**src/rtl/seq_guess_pkg.sv**
```systemverilog
// seq_guess_pkg
// Shared definitions for the sequence-guessing engine.
//   seq_default  : default sequence, f(s) = (3*s + 1) mod 2**data_w
//   group_start  : state with its in-group offset bits cleared
//   CNT_SAT      : saturation limit of the 8-bit pass/error counters
package seq_guess_pkg;

    localparam logic [7:0] CNT_SAT = 8'hFF;

    function automatic int unsigned seq_default(input int unsigned s,
                                                input int unsigned data_w);
        return (3 * s + 1) % (32'd1 << data_w);
    endfunction

    // group must be a power of two.
    function automatic int unsigned group_start(input int unsigned s,
                                                input int unsigned group);
        return s & ~(group - 1);
    endfunction

endpackage

```
**src/rtl/seq_func.sv**
```systemverilog
// seq_func
// Combinational map from sequence state to the expected digit. Swap this
// module to change the sequence for a different exercise variant.
// Ports:
//   state     in  STATE_W  current sequence state
//   exp_digit out DATA_W   digit the user must enter in this state
module seq_func
    import seq_guess_pkg::*;
#(
    parameter int DATA_W  = 4,
    parameter int STATE_W = 4
) (
    input  logic [STATE_W-1:0] state,
    output logic [DATA_W-1:0]  exp_digit
);

    always_comb begin
        exp_digit = DATA_W'(seq_default(32'(state), unsigned'(DATA_W)));
    end

endmodule

```
**src/rtl/seq_guess_engine.sv**
```systemverilog
// seq_guess_engine
// Sequence-guessing automaton feeding the seven-segment display path.
// A correct digit advances the state; a wrong one rolls back to the start
// of the current group of GROUP states. The upper display half shows the
// expected digits of the current group, the lower half the entry history.
// Optional macro SEQ_GUESS_ERRLIMIT_EN: MAX_ERR wrong entries within a group
// send the state back to 0 and clear the history.
// Handshake: load is a one-cycle strobe with no back-pressure; data is
// sampled on every clock edge where load is high, and every load is honoured.
// Ports:
//   clk, rst    clock; asynchronous active-high reset
//   load, data  entry strobe and entered digit
//   display     {upper half (expected view), lower half (history)}
//   display_en  per-digit enables, upper DIGITS bits for the upper half
//   state_o     current state (also the debug view of the automaton)
//   done        one-cycle pulse after the last state is answered correctly
//   pass_cnt    completed sequences, saturating
//   err_cnt     wrong entries since reset, saturating
module seq_guess_engine
    import seq_guess_pkg::*;
#(
    parameter int DATA_W  = 4,
    parameter int STATE_W = 4,
    parameter int GROUP   = 4,
    parameter int DIGITS  = 4,
    parameter int MAX_ERR = 3
) (
    input  logic                       clk,
    input  logic                       rst,
    input  logic                       load,
    input  logic [DATA_W-1:0]          data,
    output logic [2*DIGITS*DATA_W-1:0] display,
    output logic [2*DIGITS-1:0]        display_en,
    output logic [STATE_W-1:0]         state_o,
    output logic                       done,
    output logic [7:0]                 pass_cnt,
    output logic [7:0]                 err_cnt
);

    localparam int GB = $clog2(GROUP);
    localparam int HW = DIGITS * DATA_W;

    logic [STATE_W-1:0] state_q, state_d;
    logic               upd_q, upd_d;
    logic               done_q, done_d;
    logic [7:0]         pass_q, pass_d;
    logic [7:0]         err_q, err_d;
    logic [HW-1:0]      up_q, up_d, lo_q, lo_d;
    logic [DIGITS-1:0]  up_en_q, up_en_d, lo_en_q, lo_en_d;
    logic [DATA_W-1:0]  exp_digit;
    logic [STATE_W-1:0] grp_base;

`ifdef SEQ_GUESS_ERRLIMIT_EN
    localparam int EW = $clog2(MAX_ERR + 1);
    logic [EW-1:0] grp_err_q, grp_err_d;
`endif

    seq_func #(
        .DATA_W  (DATA_W),
        .STATE_W (STATE_W)
    ) u_seq_func (
        .state     (state_q),
        .exp_digit (exp_digit)
    );

    assign grp_base = STATE_W'(group_start(32'(state_q), unsigned'(GROUP)));

    // State register
    always_ff @(posedge clk or posedge rst) begin
        if (rst) begin
            state_q <= '0;
            upd_q   <= 1'b1;
            done_q  <= 1'b0;
            pass_q  <= '0;
            err_q   <= '0;
            up_q    <= '0;
            lo_q    <= '0;
            up_en_q <= '0;
            lo_en_q <= '0;
`ifdef SEQ_GUESS_ERRLIMIT_EN
            grp_err_q <= '0;
`endif
        end else begin
            state_q <= state_d;
            upd_q   <= upd_d;
            done_q  <= done_d;
            pass_q  <= pass_d;
            err_q   <= err_d;
            up_q    <= up_d;
            lo_q    <= lo_d;
            up_en_q <= up_en_d;
            lo_en_q <= lo_en_d;
`ifdef SEQ_GUESS_ERRLIMIT_EN
            grp_err_q <= grp_err_d;
`endif
        end
    end

    // Next-state logic
    always_comb begin
        state_d = state_q;
        upd_d   = 1'b0;
        done_d  = 1'b0;
        pass_d  = pass_q;
        err_d   = err_q;
        up_d    = up_q;
        up_en_d = up_en_q;
        lo_d    = lo_q;
        lo_en_d = lo_en_q;
`ifdef SEQ_GUESS_ERRLIMIT_EN
        grp_err_d = grp_err_q;
`endif

        // Upper half follows the pre-load state; a group start restarts
        // the view so it only ever shows the current group.
        if (upd_q) begin
            if (state_q[GB-1:0] == '0) begin
                up_d    = {{(HW-DATA_W){1'b0}}, exp_digit};
                up_en_d = {{(DIGITS-1){1'b0}}, 1'b1};
            end else begin
                up_d    = {up_q[HW-DATA_W-1:0], exp_digit};
                up_en_d = {up_en_q[DIGITS-2:0], 1'b1};
            end
        end

        if (load) begin
            upd_d   = 1'b1;
            lo_d    = {lo_q[HW-DATA_W-1:0], data};
            lo_en_d = {lo_en_q[DIGITS-2:0], 1'b1};
            if (data == exp_digit) begin
                if (state_q == '1) begin
                    state_d = '0;
                    done_d  = 1'b1;
                    if (pass_q != CNT_SAT) pass_d = pass_q + 8'd1;
                end else begin
                    state_d = state_q + 1'b1;
                end
`ifdef SEQ_GUESS_ERRLIMIT_EN
                // Last state of a group answered: the next entry is in a new group.
                if (state_q[GB-1:0] == '1) grp_err_d = '0;
`endif
            end else begin
                if (err_q != CNT_SAT) err_d = err_q + 8'd1;
`ifdef SEQ_GUESS_ERRLIMIT_EN
                if (grp_err_q + 1'b1 == EW'(MAX_ERR)) begin
                    state_d   = '0;
                    grp_err_d = '0;
                    lo_d      = '0;
                    lo_en_d   = '0;
                end else begin
                    state_d   = grp_base;
                    grp_err_d = grp_err_q + 1'b1;
                end
`else
                state_d = grp_base;
`endif
            end
        end
    end

    // Outputs
    always_comb begin
        display    = {up_q, lo_q};
        display_en = {up_en_q, lo_en_q};
        state_o    = state_q;
        done       = done_q;
        pass_cnt   = pass_q;
        err_cnt    = err_q;
    end

endmodule

```
**config.mk**
```make
export PLATFORM = sky130hd
export DESIGN_NAME = seq_guess_engine
export DESIGN_NICKNAME = d
export VERILOG_FILES = /design/src/rtl/seq_guess_pkg.sv /design/src/rtl/seq_func.sv /design/src/rtl/seq_guess_engine.sv
export SDC_FILE = /design/constraint.sdc
export NUM_CORES = 1
export LEC_CHECK = 0
export ABC_AREA = 1
export ABC_CLOCK_PERIOD_IN_PS = 3580
export CAP_MARGIN = 15
export CORE_UTILIZATION = 45
export CTS_CLUSTER_DIAMETER = 150
export DETAILED_ROUTE_END_ITERATION = 8
export GPL_TIMING_DRIVEN = 0
export PLACE_DENSITY = 0.72
export SETUP_SLACK_MARGIN = 0.02
export SLEW_MARGIN = 20
export SYNTH_ARGS = -nofsm -noshare
export SYNTH_HDL_FRONTEND = slang
export SYNTH_SLANG_ARGS = --single-unit
```
**constraint.sdc**
```tcl
create_clock -name clk -period 3.58 [get_ports clk]
set_input_delay 0.716 -clock clk [delete_from_list [all_inputs] [get_ports clk]]
set_output_delay 0.716 -clock clk [all_outputs]
set_load 0.02 [all_outputs]
```
Word-level counts from Yosys, hierarchy flattened

Index checks and enable logic that the tools add are counted.
Widths: inputs -> output; s select.

Flip-flop bits (word level): 62

Multipliers: 1
Reduce and logical (&&, ||, !) cells: 4
Equality and inequality tests: 4
Muxes and demuxes: 8
Bitwise logic cells: 1
Add/sub/neg operators: 4

Operators by type and width:

| kind                | count |
|---|---|
| $add 8x1->8 const B | 2 |
| $mux 16             | 1 |
| $ne 8x8->1 const B  | 2 |
| $add 4x1->4 const B | 2 |
| $mux 4              | 2 |
| $eq 4x4->1          | 1 |
| $eq 4x4->1 const B  | 1 |
| $mul 2x4->4 const A | 1 |
| $mux 1              | 4 |
| $reduce_and 4->1    | 1 |
| $reduce_and 3->1    | 1 |
| $logic_not 2->1     | 1 |
| $mux 2              | 1 |
| $reduce_and 2->1    | 1 |
| $not 1->1           | 1 |

Longest topological paths before layout

Gate-level depths: netlist of run 1.

Word-level depth: 5
Depth in mapped cells: 13

Modules after synthesis

Synthesis of run 1 repeated with hierarchy kept, for this count alone.

Cell total of the unflattened synthesis: 359
Area, all modules: 2941.6 um^2

Modules (own cells, without submodules):

| module           | area each (um^2) | cells an instance | instances | sequential area each (um^2) |
|---|---|---|---|---|
| seq_guess_engine | 2851.5           | 344               | 1         | 1552.7 |
| seq_func         | 90.1             | 15                | 1         | 0.0 |

Worst setup path before layout of run 1

Ideal clock, no wire load.

Kind: register -> register
Start point: reg state_q[0], in the netlist state_o[0]
End point: reg state_q[2], in the netlist state_o[2]
Data arrival time: 1.810 ns
Library setup time: 0.117 ns
Cell stages (with the launch flop): 8
Setup slack: 1.653 ns
Data required time: 3.463 ns
Cells stage by stage: dfrtp_1 fa_1 xnor2_1 nand3_1 nor2_4 nand2_2 nand2_1 nand2_1

Longest elaborated chain between the ends: 4
Elaborated cells on any way between the ends: 7
Those cells by class: add/sub: 2; mul: 1; eq/ne: 2; mux: 1; reduce/logical: 1

Ends and longest elaborated chain:

| element                           | RTL line                | RTL |
|---|---|---|
| start: declaration                | seq_guess_engine.sv:43  | `logic [STATE_W-1:0] state_q, state_d;` |
| start signal: assignment          | seq_guess_engine.sv:84  | `state_q <= state_d;` |
| $mul 2x4->4                       | seq_guess_pkg.sv:12     | `return (3 * s + 1) % (32'd1 << data_w);` |
| $add 4x1->4                       | seq_guess_pkg.sv:12     |  |
| via exp_digit[2]                  | seq_guess_engine.sv:50  | `logic [DATA_W-1:0] exp_digit;` |
| $eq 4x4->1                        | seq_guess_engine.sv:130 | `if (data == exp_digit) begin` |
| $reduce_and 2->1 (no source line) | -                       |  |

The timed path passes the listed nets, and every way through them passes these cells.
A chain may end at the register's enable or synchronous reset.

Worst setup path in the final report of run 1

Start point: reg state_q[2], in the netlist state_o[2]
End point: out state_o[2]

RTL lines:

| element          | RTL line               | RTL |
|---|---|---|
| end: declaration | seq_guess_engine.sv:34 | `output logic [STATE_W-1:0] state_o,` |

No word-level cell between the ends.

==> flow_metrics.env, run 1 <==
export IMPL_status="finished, violations left"
export IMPL_violations="DRC"
export IMPL_hold_path_class="reg2reg"
export IMPL_gr_usage_met2_pct=33.63
export IMPL_cts_htree_levels=3
export IMPL_cts_sinks=62
export IMPL_top_usage_layer="met2"
export IMPL_cap_violations=0
export IMPL_placed_cells=509
export IMPL_arrival_ps=1460
export IMPL_place_congestion=0.8125
export IMPL_peakVddDrop_v=0.0003119
export IMPL_syn_inst=364
export IMPL_post_place_ws_ps=1321
export IMPL_grt_pass1_wl_um=11960
export IMPL_grt_use_met3_pct=4.621
export IMPL_areaGrowthSynthToFinish_pct=32.26
export IMPL_numPortBuffers=67
export IMPL_worstPathMaxFanout=6
export IMPL_grtUsageTotal_pct=21.54
export IMPL_synthTopCellsByArea="dfrtp_1 50%, nand2_1 17%, inv_1 5.3%"
export IMPL_worst_pin_slew_ps=496.3
export IMPL_grt_max_degree=38
export IMPL_rsz0062_at_grt="no"
export IMPL_cts_root_buf="clkbuf_8"
export IMPL_clock_skew_ps=9.867
export IMPL_post_drt_wl_per_cell_um=13.02
export IMPL_fin_hold_ws_ps=468.8
export IMPL_use_met1_pct=29.39
export IMPL_instances_no_fill=525
export IMPL_slowest_delay_ps=650
export IMPL_die_x_um=84.52
export IMPL_antenna_found_initial=0
export IMPL_ys_seq_elements=62
export IMPL_drtPass1Iterations=7
export IMPL_synth_largest_area_cell="dfrtp_1"
export IMPL_crit_family="buffers and inverters"
export IMPL_post_cts_setup_buffer_count=0
export IMPL_drive_gt1_share_pct=11.16
export IMPL_fmax_mhz=460.0
export IMPL_grt_pass1_vias=2495
export IMPL_drt_iter0_drc=186
export IMPL_yosysUniqueCellTypes=32
export IMPL_core_rowCount=29
export IMPL_boundaryPins=68
export IMPL_period_share_pct=60.72
export IMPL_final_nets=457
export IMPL_crit_type="reg2out"
export IMPL_wl_um=6834
export IMPL_netlist_area_mm2=0.003064
export IMPL_clock_latency_ps=340
export IMPL_endpoint_kind="output pin"
export IMPL_finalSetupTns_ps=0
export IMPL_hold_viol=0
export IMPL_dieHeight_um=84.52
export IMPL_die_area_mm2=0.007144
export IMPL_diodes=0
export IMPL_fin_ws_ps=1406
export IMPL_regArea_mm2=0.001553
export IMPL_dp_hpwl_um=4914
export IMPL_n_fill_cell=580
export IMPL_synth_most_common_cell="nand2_1"
export IMPL_via_per_inst=4.922
export IMPL_drv_slew=0
export IMPL_critPathSlowestCell="clkdlybuf4s50_1"
export IMPL_p_per_area_mw_per_mm2=440.6
export IMPL_syn_nets=378
export IMPL_setup_worst_path_start_class="flop"
export IMPL_cts_hold_buffers=0
export IMPL_async_flop_share_pct=100.0
export IMPL_post_cts_resized=0
export IMPL_multi_input_area_mm2=0.001269
export IMPL_synth_flop_cell="dfrtp_1"
export IMPL_fin_crit_ps=2174
export IMPL_cts_buffers=9
export IMPL_via_count=2584
export IMPL_initial_core_util_pct=47.44
export IMPL_crit_path_cell_trace="clkdlybuf4s50_1"
export IMPL_synthTopCellsByCount="136 x nand2_1, 61 x dfrtp_1, 43 x inv_1"
export IMPL_grt_overflow_total=0
export IMPL_syn_area_per_cell_um2=8.418
export IMPL_setup_viol=0
export IMPL_crit_required_ps=2860
export IMPL_synth_edff_count=0
export IMPL_critPathBufInv=1
export IMPL_cts_max_path_buffers=2
export IMPL_cts_tree="done"
export IMPL_maxSlewHeadroom_pct=66.91
export IMPL_core_area_mm2=0.006459
export IMPL_drtAntennaViolNets=0
export IMPL_leakagePower_nw=1.957
export IMPL_clkSlewWorstSetupHoldPaths_ps=70
export IMPL_yosysTopAreaCellShare_pct=49.82
export IMPL_yosysSeqAreaShare_pct=50.67
export IMPL_yosys_warnings=0
export IMPL_drc=6
[worst min-delay path: stages (launching register included)]
cell     delay [ps]
dfrtp_1         340
nand2_1          50
nand2_1          50
[final cells by class]
cell class	instances	share of cell area (%)
Buffer	12	1.544
Timing Repair Buffer	68	17.04
Inverter	46	4.508
Multi-Input combinational cell	244	31.31
Sequential cell	62	38.31
Clock buffer	9	3.057
Tap cell	77	2.377
Clock inverter	7	1.852
[routing by layer]
| metal | wire [um] | vias up |
|---|---|---|
| met5 | 0 | - |
| met4 | 112 | 0 |
| met3 | 216 | 9 |
| met2 | 3212 | 50 |
| met1 | 3293 | 1216 |
| li1 | - | 1309 |
[sequential cells by signal, indices dropped and copies added, names as in the netlist]
register,flops
lo_q,16
pass_cnt,8
lo_en_q,4
up_en_q,4
err_cnt,8
upd_q,1
up_q,16
state_o,4
done,1
[final timing paths]
check | from | end | slack [ps] | cells after the start
setup / recovery | state_o[2] | state_o[2] | 1410 | 1
hold / removal | lo_q[12] | lo_q[12] | 470 | 2
setup reg to reg | state_o[0] | state_o[2] | 1470 | 7
hold reg to reg | lo_q[12] | lo_q[12] | 470 | 2
max in group asynchronous | rst | pass_cnt[5] | 2370 | 3
min in group asynchronous | rst | up_q[6] | 700 | 2
[report_power, final]
part,switching [W],internal [W],total (W),leakage (nW)
combinational,0.000200,0.000158,0.000357,1.05
clock,0.000292,0.000322,0.000614,0.0914
sequential,0.0000598,0.000755,0.000815,0.812
[stage by stage]
step           total power (W)  cell area (um^2)  util [%]
2_1_floorplan         0.001023              3064         -
3_3_place_gp          0.001174              3831     59.32
3_5_place_dp          0.001189              3854     59.67
4_1_cts               0.001803              4053     62.75
5_1_grt               0.001878              4053     62.75
6_report              0.001786              4053     62.75
[cells in the final DEF, fill, tap and decap left out, types with 3 or more instances in the layout]
cell,instances
clkbuf_1,7
clkbuf_8,9
clkdlybuf4s50_1,67
clkinvlp_4,3
dfrtp_1,61
ha_1,6
inv_1,42
nand2_1,136
nand2_2,5
nand2_4,3
nand3_1,12
nand3_2,5
nand4_1,18
nor2_1,11
nor2_4,3
o21ai_0,13
o22ai_1,10
xor2_1,6
[cell families after synthesis]
kind of cell,share of synthesized area (%)
and+or+nand+nor,30.42
DFF,50.67
buffers and inverters,7.922
AOI/OAI and AO/OA,5.594
xor gates and xnor gates,2.287
adders and majority gates,3.103
Note: power is estimated with default switching activity, not from simulation.
==> run 2, diff against run 1 <==
- ABC_CLOCK_PERIOD_IN_PS: 3580 -> 2100
- clock period: 3.58 -> 2.1 ns (I/O delays scaled with it)
==> run 2 against run 1 <==
Compared with the run above:
- the run still ends with DRC left
- design area grew 1.4%
- non-clock buffer count up 1
- critical path depth rose by 6
- count of clock-buffer cells in the layout unchanged
- first-iteration DRC count is 11% lower
- critical endpoint is now pass_cnt[1]
==> flow_metrics.env, run 2 (synthesis results as in run 1) <==
export IMPL_status="finished, violations left"
export IMPL_violations="DRC"
export IMPL_die_x_um=84.52
export IMPL_p_int_w=0.002112
export IMPL_finalInstanceArea_mm2=0.004110
export IMPL_reg2reg_slack_ps=140
export IMPL_slowest_delay_ps=640
export IMPL_final_common_cell="nand2_1"
export IMPL_clockPowerShare_pct=34.2
export IMPL_clock_skew_ps=9.765
export IMPL_areaGrowthSynthToFinish_pct=34.14
export IMPL_core_area_mm2=0.006459
export IMPL_swShare_pct=30.93
export IMPL_regArea_mm2=0.001554
export IMPL_leakagePower_nw=1.965
export IMPL_post_drt_wl_per_cell_um=13.12
export IMPL_drtAntennaViolNets=0
export IMPL_reg2reg_to="pass_cnt[1]"
export IMPL_maxSlewHeadroom_pct=66.11
export IMPL_endpoint_kind="flop"
export IMPL_drt_iter0_drc=165
export IMPL_cts_root_buf="clkbuf_8"
export IMPL_grt_pass1_vias=2495
export IMPL_p_per_area_mw_per_mm2=744.1
export IMPL_initial_core_util_pct=47.44
export IMPL_dieHeight_um=84.52
export IMPL_drc=6
export IMPL_antenna_found_initial=0
export IMPL_setup_viol=0
export IMPL_crit_required_ps=2330
export IMPL_final_nets=458
export IMPL_cap_violations=0
export IMPL_finalSetupTns_ps=0
export IMPL_clkSlewWorstSetupHoldPaths_ps=80
export IMPL_n_fill_cell=581
export IMPL_multi_input_area_mm2=0.001305
export IMPL_grt_overflow_total=0
export IMPL_hold_path_class="in2async"
export IMPL_fmax_mhz=511.2
export IMPL_total_power_w=0.003058
export IMPL_arrival_ps=2180
export IMPL_numPortBuffers=67
export IMPL_die_area_mm2=0.007144
export IMPL_reg2reg_depth=7
export IMPL_cts_tree="done"
export IMPL_cts_buffers=9
export IMPL_dp_hpwl_um=4914
export IMPL_hold_viol=0
export IMPL_p_switching_w=0.0009460
export IMPL_wl_um=6903
export IMPL_rr_startpoint="state_o[0]"
export IMPL_crit_path_cell_trace="fa_2 -> xnor2_2 -> nand2_1 -> nor2_2 -> nand4_4 -> nand2_1 -> nand2_1"
export IMPL_boundaryPins=68
export IMPL_place_congestion=0.8125
export IMPL_via_per_inst=4.933
export IMPL_cts_max_path_buffers=2
export IMPL_period_share_pct=93.15
export IMPL_dr_wl_met2_um=3243
export IMPL_setup_worst_path_start_class="flop"
export IMPL_cts_htree_levels=3
export IMPL_wl_met3_um=223
export IMPL_cts_sinks=62
export IMPL_grt_max_degree=38
export IMPL_crit_type="reg2reg"
export IMPL_diodes=0
export IMPL_grt_pass1_wl_um=11960
export IMPL_cpMostUsedCell="nand2_1"
export IMPL_critPathSlowestCell="fa_2"
export IMPL_p_comb_share_pct=20.3
export IMPL_met1_length_um=3328
export IMPL_grtUsageTotal_pct=21.54
export IMPL_worstPathMaxFanout=8
export IMPL_via_count=2595
export IMPL_peakVddDrop_v=0.0004629
export IMPL_drv_slew=0
export IMPL_drtPass1Iterations=7
export IMPL_top_layer="met4"
export IMPL_clock_latency_ps=340
export IMPL_core_rowCount=29
export IMPL_fin_crit_ps=1956
export IMPL_reg_top3="lo_q: 16 flops, up_q: 16 flops"
export IMPL_rsz0062_at_grt="no"
export IMPL_worst_pin_slew_ps=508.4
export IMPL_drive_gt1_share_pct=12.69
export IMPL_final_cell_mix="136 x nand2_1, 67 x clkdlybuf4s50_1, 60 x dfrtp_1"
export IMPL_final_util_pct=63.64
export IMPL_cts_hold_buffers=0
export IMPL_seqPwrFrac_pct=45.4
export IMPL_place_area_mm2=0.003854
-- run 2: worst max-delay path, delay by kind of cell, from the launching register on --
kind          cells  cell delay, ps
fa+ha+maj         1             640
simple gates      5             600
flops             1             460
xor+xnor          1             140
-- run 2: power groups by stage --
stage / clock network [W] / registers (W) / logic [W]
after floorplan: 0 / 0.00150 / 0.000240
after global placement: 0 / 0.00141 / 0.000594
after detailed placement: 0 / 0.00141 / 0.000615
after CTS: 0.00107 / 0.00139 / 0.000616
after global routing: 0.00113 / 0.00141 / 0.000683
final: 0.00105 / 0.00139 / 0.000622
-- run 2: metal layers --
metal  vias up  track usage (%)
li1       1308                -
met5         -                0
met2        52            33.63
met3         9            4.621
met4         0            8.783
met1      1226            29.39
-- run 2: worst max path at each step --
stage | to | cells past startpoint | startpoint | slack, ps
finish | pass_cnt[1] | 7 | state_o[0] | 140
global route | pass_cnt[1] | 7 | state_o[1] | 40
CTS | state_o[2] | 7 | state_o[0] | 20
detailed placement | state_o[2] | 7 | state_o[0] | 30
global placement | pass_cnt[7] | 2 | rst | -990
floorplan | done | 1 | rst | 140
-- run 2: timing repair --
action / CTS / global route
gates resized for setup: 0 / 7
setup buffers: 0 / 1
pin swaps: 1 / 2
endpoints found under the setup margin: 2 / 21
-- run 2: per-stage QoR --
stage               hold WS [ps]  std cells  worst slack, ps
finish                     407.2        526            144.0
detailed placement         457.4        509            32.37
CTS                        411.3        525            22.99
global placement           453.2        508           -989.4
floorplan                  424.5        364            140.3
global route               422.9        526            39.67
-- run 2: cell type report --
type,count,share of cell area (%)
multi-input cells,244,31.75
clock buffers,9,3.014
repair buffers,69,17.29
clock inverters,7,1.826
flip-flops and latches,62,37.81
inverters,46,4.444
well taps,77,2.344
plain buffers,12,1.522
